File: config.mk
export PLATFORM = sky130hd
export DESIGN_NAME = ahb_lite_master_req_arbiter_flat
export DESIGN_NICKNAME = d
export VERILOG_FILES = /design/src/rtl/ahb_lite_master_req_arbiter_pkg.sv /design/src/rtl/ahb_lite_master_req_arbiter_if.sv /design/src/rtl/ahb_lite_master_req_arbiter_rr_arbiter.sv /design/src/rtl/ahb_lite_master_req_arbiter.sv /design/src/flat_wrapper.sv
export SDC_FILE = /design/constraint.sdc
export NUM_CORES = 1
export LEC_CHECK = 0
export ABC_AREA = 1
export CELL_PAD_IN_SITES_DETAIL_PLACEMENT = 1
export CELL_PAD_IN_SITES_GLOBAL_PLACEMENT = 1
export CORE_AREA = 4 4 138 140
export CTS_CLUSTER_DIAMETER = 60
export DETAILED_ROUTE_END_ITERATION = 7
export DIE_AREA = 0 0 142 144
export GPL_ROUTABILITY_DRIVEN = 0
export PLACE_DENSITY = 0.84
export SYNTH_ARGS = -nofsm -noshare
export SYNTH_HDL_FRONTEND = slang
export SYNTH_HIERARCHICAL = 1
export SYNTH_SLANG_ARGS = --single-unit
File: constraint.sdc
create_clock -name HCLK -period 1.8 [get_ports HCLK]
set_input_delay 0.18 -clock HCLK [delete_from_list [all_inputs] [get_ports HCLK]]
set_output_delay 0.18 -clock HCLK [all_outputs]
set_load 0.02 [all_outputs]
File: src/rtl/ahb_lite_master_req_arbiter_pkg.sv
// Shared AHB-Lite encodings and default bus widths used by the request arbiter slice.
package ahb_lite_master_req_arbiter_pkg;

  localparam int DEFAULT_ADDR_W = 32;
  localparam int DEFAULT_DATA_W = 32;

  typedef enum logic [2:0] {
    HSIZE_BYTE = 3'b000,
    HSIZE_HALF = 3'b001,
    HSIZE_WORD = 3'b010
  } hsize_e;

  typedef enum logic [1:0] {
    HTRANS_IDLE   = 2'b00,
    HTRANS_NONSEQ = 2'b10
  } htrans_e;

endpackage

File: src/rtl/ahb_lite_master_req_arbiter_if.sv
// Request-side, completion-side and master-command signals of the AHB-Lite request arbiter.
interface ahb_lite_master_req_arbiter_if #(
  parameter int NUM_REQ = 2,
  parameter int ADDR_W  = ahb_lite_master_req_arbiter_pkg::DEFAULT_ADDR_W,
  parameter int DATA_W  = ahb_lite_master_req_arbiter_pkg::DEFAULT_DATA_W
);
  logic [NUM_REQ-1:0]        req_valid;
  logic [NUM_REQ-1:0]        req_ready;
  logic [NUM_REQ-1:0]        req_lock;
  logic [NUM_REQ*ADDR_W-1:0] req_haddr;
  logic [NUM_REQ-1:0]        req_hwrite;
  logic [NUM_REQ*3-1:0]      req_hsize;
  logic [NUM_REQ*DATA_W-1:0] req_hwdata;
  logic [NUM_REQ-1:0]        rsp_valid;
  logic                      rsp_write;
  logic [DATA_W-1:0]         rsp_rdata;
  logic                      HREADY;
  logic [DATA_W-1:0]         HRDATA;
  logic                      instr_available;
  logic [ADDR_W-1:0]         instr_haddr;
  logic                      instr_hwrite;
  logic [2:0]                instr_hsize;
  logic [DATA_W-1:0]         instr_hwdata;

  // Arbiter's view: takes requests and bus status, drives grants, completions and the command slot.
  modport master (
    input  req_valid, req_lock, req_haddr, req_hwrite, req_hsize, req_hwdata, HREADY, HRDATA,
    output req_ready, rsp_valid, rsp_write, rsp_rdata,
           instr_available, instr_haddr, instr_hwrite, instr_hsize, instr_hwdata
  );

  modport slave (
    output req_valid, req_lock, req_haddr, req_hwrite, req_hsize, req_hwdata, HREADY, HRDATA,
    input  req_ready, rsp_valid, rsp_write, rsp_rdata,
           instr_available, instr_haddr, instr_hwrite, instr_hsize, instr_hwdata
  );
endinterface

File: src/rtl/ahb_lite_master_req_arbiter_rr_arbiter.sv
// Combinational round-robin picker: first valid request at or after ptr, or only lock_id while locked.
module rr_arbiter #(
  parameter int N = 2
) (
  input  logic [N-1:0]         req,
  input  logic [$clog2(N)-1:0] ptr,
  input  logic                 lock_en,
  input  logic [$clog2(N)-1:0] lock_id,
  output logic [N-1:0]         grant,
  output logic [$clog2(N)-1:0] grant_idx,
  output logic                 grant_valid
);
  typedef logic [$clog2(N)-1:0] idx_t;

  always_comb begin
    int idx;
    // NOTE: every output gets a default first so no path through the block infers a latch.
    grant       = '0;
    grant_idx   = '0;
    grant_valid = 1'b0;
    idx         = 0;
    if (lock_en) begin
      if (req[lock_id]) begin
        grant[lock_id] = 1'b1;
        grant_idx      = lock_id;
        grant_valid    = 1'b1;
      end
    end else begin
      for (int i = 0; i < N; i++) begin
        idx = (int'(ptr) + i) % N;
        if (!grant_valid && req[idx]) begin
          grant[idx]  = 1'b1;
          grant_idx   = idx_t'(idx);
          grant_valid = 1'b1;
        end
      end
    end
  end
endmodule

File: src/rtl/ahb_lite_master_req_arbiter.sv
// Shares one AHB-Lite master command slot among NUM_REQ requesters and routes completions to owners.
module ahb_lite_master_req_arbiter
  import ahb_lite_master_req_arbiter_pkg::*;
#(
  parameter int NUM_REQ = 2,
  parameter int ADDR_W  = DEFAULT_ADDR_W,
  parameter int DATA_W  = DEFAULT_DATA_W
) (
  input  logic                           HCLK,
  input  logic                           HRESET,
  ahb_lite_master_req_arbiter_if.master  bus
);
  localparam int IDX_W = $clog2(NUM_REQ);
  typedef logic [IDX_W-1:0] idx_t;

  idx_t               ptr, lock_id, slot_owner, dphase_owner, grant_idx;
  logic               locked, dphase_valid, dphase_write;
  logic               grant_valid, accept, open;
  logic [NUM_REQ-1:0] grant;

  function automatic idx_t next_ptr(input idx_t i);
    return (i == idx_t'(NUM_REQ - 1)) ? '0 : i + idx_t'(1);
  endfunction

  // A low HREADY freezes the slot, the pointer and the grant, even when the slot is empty.
  assign accept = bus.instr_available & bus.HREADY;
  assign open   = !HRESET & bus.HREADY & (!bus.instr_available | accept);

  rr_arbiter #(.N(NUM_REQ)) u_rr_arbiter (
    .req         (bus.req_valid),
    .ptr         (ptr),
    .lock_en     (locked),
    .lock_id     (lock_id),
    .grant       (grant),
    .grant_idx   (grant_idx),
    .grant_valid (grant_valid)
  );

  assign bus.req_ready = grant & {NUM_REQ{open}};

  always_ff @(posedge HCLK) begin
    // NOTE: sequential state uses non-blocking assignments so every register sees pre-edge values.
    if (HRESET) begin
      bus.instr_available <= 1'b0;
      bus.instr_haddr     <= '0;
      bus.instr_hwrite    <= 1'b0;
      bus.instr_hsize     <= '0;
      bus.instr_hwdata    <= '0;
      slot_owner          <= '0;
      ptr                 <= '0;
      locked              <= 1'b0;
      lock_id             <= '0;
      dphase_valid        <= 1'b0;
      dphase_owner        <= '0;
      dphase_write        <= 1'b0;
    end else begin
      if (open) begin
        if (grant_valid) begin
          bus.instr_available <= 1'b1;
          bus.instr_haddr     <= bus.req_haddr[grant_idx*ADDR_W +: ADDR_W];
          bus.instr_hwrite    <= bus.req_hwrite[grant_idx];
          bus.instr_hsize     <= bus.req_hsize[grant_idx*3 +: 3];
          bus.instr_hwdata    <= bus.req_hwdata[grant_idx*DATA_W +: DATA_W];
          slot_owner          <= grant_idx;
          if (bus.req_lock[grant_idx]) begin
            ptr     <= grant_idx;
            locked  <= 1'b1;
            lock_id <= grant_idx;
          end else begin
            ptr    <= next_ptr(grant_idx);
            locked <= 1'b0;
          end
        end else begin
          // While locked, an empty open cycle means the lock holder withdrew its request.
          bus.instr_available <= 1'b0;
          locked              <= 1'b0;
        end
      end
      if (accept) begin
        dphase_valid <= 1'b1;
        dphase_owner <= slot_owner;
        dphase_write <= bus.instr_hwrite;
      end else if (bus.HREADY) begin
        dphase_valid <= 1'b0;
      end
    end
  end

  always_comb begin
    bus.rsp_valid = '0;
    if (!HRESET && dphase_valid && bus.HREADY) bus.rsp_valid[dphase_owner] = 1'b1;
  end

  assign bus.rsp_write = dphase_write;
  assign bus.rsp_rdata = bus.HRDATA;
endmodule

File: src/flat_wrapper.sv
// flat-port wrapper written by rule: the top's interface ports become plain ports
module ahb_lite_master_req_arbiter_flat import ahb_lite_master_req_arbiter_pkg::*;
#(
  parameter int NUM_REQ = 2,
  parameter int ADDR_W  = DEFAULT_ADDR_W,
  parameter int DATA_W  = DEFAULT_DATA_W
)
  (HCLK, HRESET, bus_req_valid, bus_req_lock, bus_req_haddr, bus_req_hwrite, bus_req_hsize, bus_req_hwdata, bus_HREADY, bus_HRDATA, bus_req_ready, bus_rsp_valid, bus_rsp_write, bus_rsp_rdata, bus_instr_available, bus_instr_haddr, bus_instr_hwrite, bus_instr_hsize, bus_instr_hwdata);
  ahb_lite_master_req_arbiter_if #(.NUM_REQ(NUM_REQ), .ADDR_W(ADDR_W), .DATA_W(DATA_W)) bus_i ();
  input  logic HCLK;
  input  logic HRESET;
  input wire logic [$bits(bus_i.req_valid)-1:0] bus_req_valid;
  input wire logic [$bits(bus_i.req_lock)-1:0] bus_req_lock;
  input wire logic [$bits(bus_i.req_haddr)-1:0] bus_req_haddr;
  input wire logic [$bits(bus_i.req_hwrite)-1:0] bus_req_hwrite;
  input wire logic [$bits(bus_i.req_hsize)-1:0] bus_req_hsize;
  input wire logic [$bits(bus_i.req_hwdata)-1:0] bus_req_hwdata;
  input wire logic [$bits(bus_i.HREADY)-1:0] bus_HREADY;
  input wire logic [$bits(bus_i.HRDATA)-1:0] bus_HRDATA;
  output wire logic [$bits(bus_i.req_ready)-1:0] bus_req_ready;
  output wire logic [$bits(bus_i.rsp_valid)-1:0] bus_rsp_valid;
  output wire logic [$bits(bus_i.rsp_write)-1:0] bus_rsp_write;
  output wire logic [$bits(bus_i.rsp_rdata)-1:0] bus_rsp_rdata;
  output wire logic [$bits(bus_i.instr_available)-1:0] bus_instr_available;
  output wire logic [$bits(bus_i.instr_haddr)-1:0] bus_instr_haddr;
  output wire logic [$bits(bus_i.instr_hwrite)-1:0] bus_instr_hwrite;
  output wire logic [$bits(bus_i.instr_hsize)-1:0] bus_instr_hsize;
  output wire logic [$bits(bus_i.instr_hwdata)-1:0] bus_instr_hwdata;
  assign bus_i.req_valid = bus_req_valid;
  assign bus_i.req_lock = bus_req_lock;
  assign bus_i.req_haddr = bus_req_haddr;
  assign bus_i.req_hwrite = bus_req_hwrite;
  assign bus_i.req_hsize = bus_req_hsize;
  assign bus_i.req_hwdata = bus_req_hwdata;
  assign bus_i.HREADY = bus_HREADY;
  assign bus_i.HRDATA = bus_HRDATA;
  assign bus_req_ready = bus_i.req_ready;
  assign bus_rsp_valid = bus_i.rsp_valid;
  assign bus_rsp_write = bus_i.rsp_write;
  assign bus_rsp_rdata = bus_i.rsp_rdata;
  assign bus_instr_available = bus_i.instr_available;
  assign bus_instr_haddr = bus_i.instr_haddr;
  assign bus_instr_hwrite = bus_i.instr_hwrite;
  assign bus_instr_hsize = bus_i.instr_hsize;
  assign bus_instr_hwdata = bus_i.instr_hwdata;
  ahb_lite_master_req_arbiter #(.NUM_REQ(NUM_REQ), .ADDR_W(ADDR_W), .DATA_W(DATA_W)) u_core (.HCLK(HCLK), .HRESET(HRESET), .bus(bus_i));
endmodule
; ---- Word-level counts from Yosys, hierarchy flattened
; Index checks and enable logic that the tools add are counted.
[totals]
ram_bits = 0
n_memories = 0
reg_bits = 76
latch_bits = 0
wordCells = 88
out_inout_bits = 106
romBits = 0
[classes]
n_div = 0
multipliers = 1
magnitude_cmp = 9
bitwise = 7
reduce_logical = 13
n_mux = 41
shifts = 3
eq_ne = 0
n_addsub = 2
[ops]
columns = cell, n
row1 = 64-bit by 7-bit indexed part select with 32-bit output, 2
row2 = 1-bit two-way mux, 31
row3 = 2-bit two-way mux, 6
row4 = "1-bit by 2-bit < comparator with 1-bit output, second input constant", 4
row5 = 1-bit logical AND, 7
row6 = 6-bit by 4-bit indexed part select with 3-bit output, 1
row7 = 1-bit demux with 1-bit select, 4
row8 = 1-bit AND, 3
row9 = "1-bit greater-or-equal comparator, second input constant", 3
row10 = 1-bit logical NOT, 3
row11 = "2-bit by 3-bit < comparator with 1-bit output, second input constant", 1
row12 = "1-bit by 2-bit multiplier with 3-bit output, second input constant", 1
row13 = 3-bit AND reduction, 1
row14 = "1-bit adder, second input constant", 2
row15 = 2-bit AND, 1
row16 = "2-bit by 1-bit greater-or-equal comparator with 1-bit output, second input constant", 1
row17 = 2-bit bitwise OR, 1
row18 = 2-bit AND reduction, 1
row19 = 2-bit nonzero test, 1
row20 = "1-bit AND, first input constant", 1
row21 = 1-bit bitwise OR, 1

; ---- Logic depth before layout (Yosys ltp)
[logic_depth]
word_depth = 12
ltp_mapped = 12
ltp_nobuf = 10

; ---- Modules after synthesis
; The synthesis kept the hierarchy.
[by_module_without_submodules]
columns = mod, cells_per_inst, area_per_inst_um2, instances, seq_area_each_um2
row1 = ahb_lite_master_req_arbiter, 594, 3833.7, 1, 1521.5
row2 = rr_arbiter, 14, 55.1, 1, 0.0

; ---- Least setup slack after synthesis
; OpenSTA, ideal clock, no wires.
[synth_path]
path_type = register -> register
start = register u_core.lock_id
end = register u_core/bus.instr_hwdata[16] in the netlist's numbering
stages_incl_launch_ff = 13
period_less_slack_ns = 1.394
n_path_buf = 3
setup_time_ns = 0.116
arrival_time_ns = 1.278
setup_slack_ns = 0.406
cell_sequence = dfxtp_1 > inv_1 > nand2_1 > nand2_2 > nor2_1 > buf_2 > inv_2 > buf_4 > buf_6 > nand2_1 > nand2_1 > nor2_1 > nor2_1
[synth_between]
elab_chain_cells = 5
elab_cells_between_ends = 8
cone_classes = shift: 1 / mux: 6 / reduce/logical: 1
[synth_lines]
columns = element, line
row1 = "start, declared", ahb_lite_master_req_arbiter.sv:16  ; idx_t ptr, lock_id, slot_owner, dphase_owner, grant_idx;
row2 = "start signal, assigned", ahb_lite_master_req_arbiter.sv:68  ; lock_id <= grant_idx;
row3 = 1-bit two-way mux (not written as such) (2 in a row), ahb_lite_master_req_arbiter_rr_arbiter.sv:23  ; if (req[lock_id]) begin
row4 = 1-bit two-way mux (*), ahb_lite_master_req_arbiter_rr_arbiter.sv:23
row5 = 1-bit two-way mux (*), ahb_lite_master_req_arbiter_rr_arbiter.sv:22  ; if (lock_en) begin
row6 = net u_core.grant_idx, ahb_lite_master_req_arbiter.sv:16
row7 = 64-bit by 7-bit indexed part select with 32-bit output (*), ahb_lite_master_req_arbiter.sv:63  ; bus.instr_hwdata <= bus.req_hwdata[grant_idx*DATA_W +: DATA_W];
row8 = "end signal, assigned", ahb_lite_master_req_arbiter.sv:63
row9 = "end, declared", ahb_lite_master_req_arbiter_if.sv:29  ; instr_available, instr_haddr, instr_hwrite, instr_hsize, instr_hwdata
; The timed path passes the listed nets; every way through them passes the cells marked *. The select of a mux whose other input is x is not followed.
; A chain may end at the register's enable or synchronous reset.

; ---- Worst setup path in the final report
[layout_path]
start = register u_core.lock_id
end = output port bus_req_ready[1]
[layout_between]
elab_chain_cells = 7
elab_cells_between_ends = 10
cone_classes = order compare: 2 / mux: 6 / bitwise: 1 / reduce/logical: 1
[layout_lines]
columns = element, line
row1 = 1-bit by 2-bit < comparator with 1-bit output (not written as such) / 1-bit greater-or-equal comparator (equally long branches), ahb_lite_master_req_arbiter_rr_arbiter.sv:24  ; grant[lock_id] = 1'b1;
row2 = 1-bit logical AND (not written as such), ahb_lite_master_req_arbiter_rr_arbiter.sv:24
row3 = 1-bit two-way mux (not written as such), ahb_lite_master_req_arbiter_rr_arbiter.sv:24
row4 = 1-bit demux with 1-bit select, ahb_lite_master_req_arbiter_rr_arbiter.sv:24
row5 = 2-bit two-way mux (*), ahb_lite_master_req_arbiter_rr_arbiter.sv:23
row6 = 2-bit two-way mux (*), ahb_lite_master_req_arbiter_rr_arbiter.sv:22
row7 = net u_core.grant[1], ahb_lite_master_req_arbiter.sv:19  ; logic [NUM_REQ-1:0] grant;
row8 = 2-bit AND (*), ahb_lite_master_req_arbiter.sv:39  ; assign bus.req_ready = grant & {NUM_REQ{open}};
row9 = "end, declared", flat_wrapper.sv:20  ; output wire logic [$bits(bus_i.req_ready)-1:0] bus_req_ready;
; Marks and branches as above.

==> results.rst <==
.. list-table::
   :header-rows: 1

   * - Metric
     - Value
   * - Status
     - complete, no violations
   * - Pin count of the biggest net entering global routing
     - 73
   * - Cell taking the most area after synthesis
     - sky130_fd_sc_hd__dfxtp_1
   * - Setup slack, reg-to-reg
     - 0.21 ns
   * - Area occupied by multi-input gates
     - 1848 um2
   * - Initial DRC Count
     - 108
   * - Setup fix buffers added after clock tree synthesis
     - 0
   * - Final Critical Period
     - 1.649 ns
   * - Syn_nets
     - 783
   * - DRT Wirelength
     - 14.59 mm
   * - Grt ovf
     - 0
   * - Number of standard cells in the final layout excluding fillers
     - 1018
   * - Final worst-path cycle share
     - 0.9159
   * - Unique masters post-synth
     - 21
   * - Core Region
     - 17840 um2
   * - Max-cap violation count
     - 0
   * - # port buffers
     - 216
   * - Register area
     - 1521 um2
   * - Yosys reg bits
     - 76
   * - Peak ir drop on the vdd network
     - 423.6 uV
   * - Final hold violations
     - 0
   * - Fraction of layout cells with a size suffix above 1
     - 0.05070
   * - Wire length of the first global-routing pass
     - 22.79 mm
   * - Cell Area, Placed
     - 6030 um2
   * - DR pass1 iterations
     - 4
   * - Post-synthesis instance area
     - 3889 um2
   * - Clock power frac
     - 0.393
   * - Comb power frac
     - 0.239
   * - Setup repair after global routing missed its margin
     - false
   * - Die area
     - 20450 um2
   * - Max Freq
     - 0.6066 GHz
   * - Launching element type of the critical path
     - flip-flop
   * - Static leakage power
     - 0.002869 uW
   * - Crit path setup slack, layout
     - 0.1514 ns
   * - Initial standard-cell utilization of the core
     - 0.2180
   * - Mean instance size in the synthesized netlist
     - 6.396 um2
   * - Row count
     - 49
   * - Critical path arrival
     - 1.47 ns
   * - Worst setup EP type
     - output port
   * - Synthesis warning total
     - 6
   * - Number of buffers inserted during clock tree synthesis
     - 9
   * - Dpl cells
     - 1002
   * - Data required time of the worst path
     - 1.62 ns
   * - Number of instances resized during post-cts repair
     - 4
   * - CTS sink count
     - 76
   * - Number of diodes added for antenna fixing
     - 0
   * - Number of buffers between clock root and the deepest sink
     - 2
   * - Switching Fraction
     - 0.2723
   * - Number of primary I/O pins
     - 281
   * - Worst setup timing slack at the placement stage
     - -0.07665 ns
   * - Total power
     - 5020 uW
   * - Syn Inst Count
     - 608
   * - Power share of the sequential group
     - 0.368
   * - Antenna violations before repair
     - 0
   * - Net switching power figure
     - 1367 uW
   * - Via count
     - 4332
   * - Post-CTS clock slew at the launch and capture registers of the worst setup and hold paths
     - 0.06 ns
   * - Final core occ
     - 0.3558
   * - Max-Slew Margin vs Limit
     - 0.5163
   * - Synth-to-Final Area Change
     - 63.22%
   * - Main area contributors after synthesis
     - sky130_fd_sc_hd__dfxtp_1, sky130_fd_sc_hd__nand2_1, sky130_fd_sc_hd__nor2_1
   * - Overall track demand over capacity in global routing
     - 0.1406
   * - Number of H-tree levels
     - 3
   * - Worst Tran Pin Value
     - 0.7256 ns
   * - Slew Limit Fails
     - 0
   * - Worst setup path category
     - reg -> out
   * - Class of the tightest hold or removal check
     - in -> out
   * - Floorplan die width
     - 142 um
   * - Total power density per cell area
     - 790.8 nW/um2
   * - Number of global-route vias before repair
     - 4387
   * - Final setup viols
     - 0
   * - Post-detailed-route via-to-cell ratio
     - 4.255
   * - Hold buffer count at CTS
     - 0
   * - Die height
     - 144 um
   * - Area share of the largest cell type after synthesis
     - 0.3912
   * - Final-layout fill cell count
     - 2206
   * - Mean routed wirelength per cell
     - 14.33 um
   * - Clock skew after layout
     - 0.007088 ns
   * - DRC violation count after routing
     - 0
   * - Number of antenna-violating nets in the routed design
     - 0
   * - Maximum fanout along the worst path
     - 3
   * - Source-to-sink clock delay at the later pin of the worst-skew pair
     - 0.34 ns
   * - Sequential cell area fraction in the yosys report
     - 0.3912
   * - Total number of nets in the final design
     - 959
   * - Detailed Place HPWL
     - 10.69 mm
   * - Cell internal pwr
     - 3653 uW
   * - Clock root buffer
     - sky130_fd_sc_hd__clkbuf_16
   * - Clock tree from TritonCTS
     - yes
   * - Post-route cell area
     - 6347 um2
## power by group through the flow
| stage | combinational (uW) | sequential (uW) | clock (uW) |
|---|---|---|---|
| final | 1200 | 1850 | 1980 |
| after global routing | 1320 | 1860 | 2120 |
| after CTS | 1220 | 1850 | 2060 |
| after global placement | 1200 | 1880 | 0 |
| after floorplan | 527 | 2010 | 0 |
| after detailed placement | 1220 | 1880 | 0 |
## area by class of cell
cell class / instances / share of cell area
Multi-Input combinational cell: 453 / 0.2911
Clock inverter: 5 / 0.01183
Timing Repair Buffer: 233 / 0.3666
Inverter: 11 / 0.007294
Sequential cell: 76 / 0.2397
Clock buffer: 11 / 0.03824
Tap cell: 229 / 0.04514
## critical path, stage by stage, from the launching register on
cell and delay, ns:
sky130_fd_sc_hd__dfxtp_1 0.35, sky130_fd_sc_hd__inv_1 0.05, sky130_fd_sc_hd__nand2_1 0.07, sky130_fd_sc_hd__nand2_2 0.06, sky130_fd_sc_hd__nor2_1 0.10, sky130_fd_sc_hd__inv_1 0.05, sky130_fd_sc_hd__nor2_1 0.09, sky130_fd_sc_hd__dlygate4sd2_1 0.37
## flip-flops by register name, indices dropped and copies added, names as in the netlist
| name | flops |
|---|---|
| u_core/bus.instr_hsize | 3 |
| u_core/dphase_owner | 1 |
| u_core/slot_owner | 1 |
| u_core/ptr | 1 |
| u_core/bus.rsp_write | 1 |
| u_core/bus.instr_hwdata | 32 |
| u_core/bus.instr_available | 1 |
| u_core/bus.instr_haddr | 32 |
| u_core/bus.instr_hwrite | 1 |
| u_core/dphase_valid | 1 |
| u_core/lock_id | 1 |
| u_core/locked | 1 |
## synthesized netlist by cell type
cell type and n:
sky130_fd_sc_hd__nand2_2 1, sky130_fd_sc_hd__buf_2 9, sky130_fd_sc_hd__o21ai_0 61, sky130_fd_sc_hd__buf_4 39
sky130_fd_sc_hd__inv_1 8, sky130_fd_sc_hd__nor2_8 1, sky130_fd_sc_hd__o21ai_1 11, sky130_fd_sc_hd__buf_1 2
sky130_fd_sc_hd__dfxtp_1 76, sky130_fd_sc_hd__nand2_1 221, sky130_fd_sc_hd__buf_6 9, sky130_fd_sc_hd__nor2_1 148
sky130_fd_sc_hd__a21oi_1 4, sky130_fd_sc_hd__nor3_1 1, sky130_fd_sc_hd__nor3b_1 1, sky130_fd_sc_hd__inv_4 2
sky130_fd_sc_hd__clkbuf_1 9, sky130_fd_sc_hd__inv_2 1, sky130_fd_sc_hd__nand3_1 2, sky130_fd_sc_hd__nor2_2 1
sky130_fd_sc_hd__nand2_8 1
## through the flow
stage / setup TNS, ns / hold slack [ns]
after floorplan: 0 / 0.2491
after CTS: 0 / 0.3601
after global routing: 0 / 0.3600
after detailed placement: -0.9008 / 0.3601
after global placement: -0.1249 / 0.3601
final: 0 / 0.3600
## final timing paths
kind,start,end,cells past startpoint
setup / recovery,u_core/lock_id,bus_req_ready[1],7
hold / removal,bus_HRDATA[23],bus_rsp_rdata[23],0
setup reg to reg,u_core/lock_id,u_core/lock_id,11
hold reg to reg,u_core/slot_owner,u_core/slot_owner,2
## layer usage
layer  GRT usage  wire length [um]  up-vias
met4     0.05051               328        0
met2      0.2502              7230      136
met3     0.05324              1218       31
li1            -                 -     2192
met5           0                 0        -
met1      0.1529              5813     1973
## cells by family (layout without fill, tap and decap cells)
logic type	Yosys count	count (layout)	share of synthesized area
compound gates	76	76	0.09781
buf+inv	79	260	0.1355
flops	76	76	0.3912
simple gates	377	377	0.3755
## layout by cell type (no fill, tap or decap)
cell and count:
sky130_fd_sc_hd__buf_4 13, sky130_fd_sc_hd__clkbuf_8 1, sky130_fd_sc_hd__buf_6 1, sky130_fd_sc_hd__nor2_2 1
sky130_fd_sc_hd__nor3_1 1, sky130_fd_sc_hd__inv_2 1, sky130_fd_sc_hd__bufinv_16 2, sky130_fd_sc_hd__clkdlybuf4s15_1 1
sky130_fd_sc_hd__o21ai_1 11, sky130_fd_sc_hd__nor3b_1 1, sky130_fd_sc_hd__clkinv_2 3, sky130_fd_sc_hd__nor2_4 1
sky130_fd_sc_hd__nand2_8 1, sky130_fd_sc_hd__nand2_1 221, sky130_fd_sc_hd__clkbuf_1 1, sky130_fd_sc_hd__clkbuf_16 9
sky130_fd_sc_hd__buf_12 3, sky130_fd_sc_hd__nor2_8 1, sky130_fd_sc_hd__nand3_1 2, sky130_fd_sc_hd__clkdlybuf4s50_1 212
sky130_fd_sc_hd__nand2_2 1, sky130_fd_sc_hd__o21ai_0 61, sky130_fd_sc_hd__a21oi_1 4, sky130_fd_sc_hd__nor2_1 147
sky130_fd_sc_hd__dfxtp_1 76, sky130_fd_sc_hd__inv_4 2, sky130_fd_sc_hd__inv_1 8, sky130_fd_sc_hd__dlygate4sd2_1 3
Power figures use the tool's default switching activity.
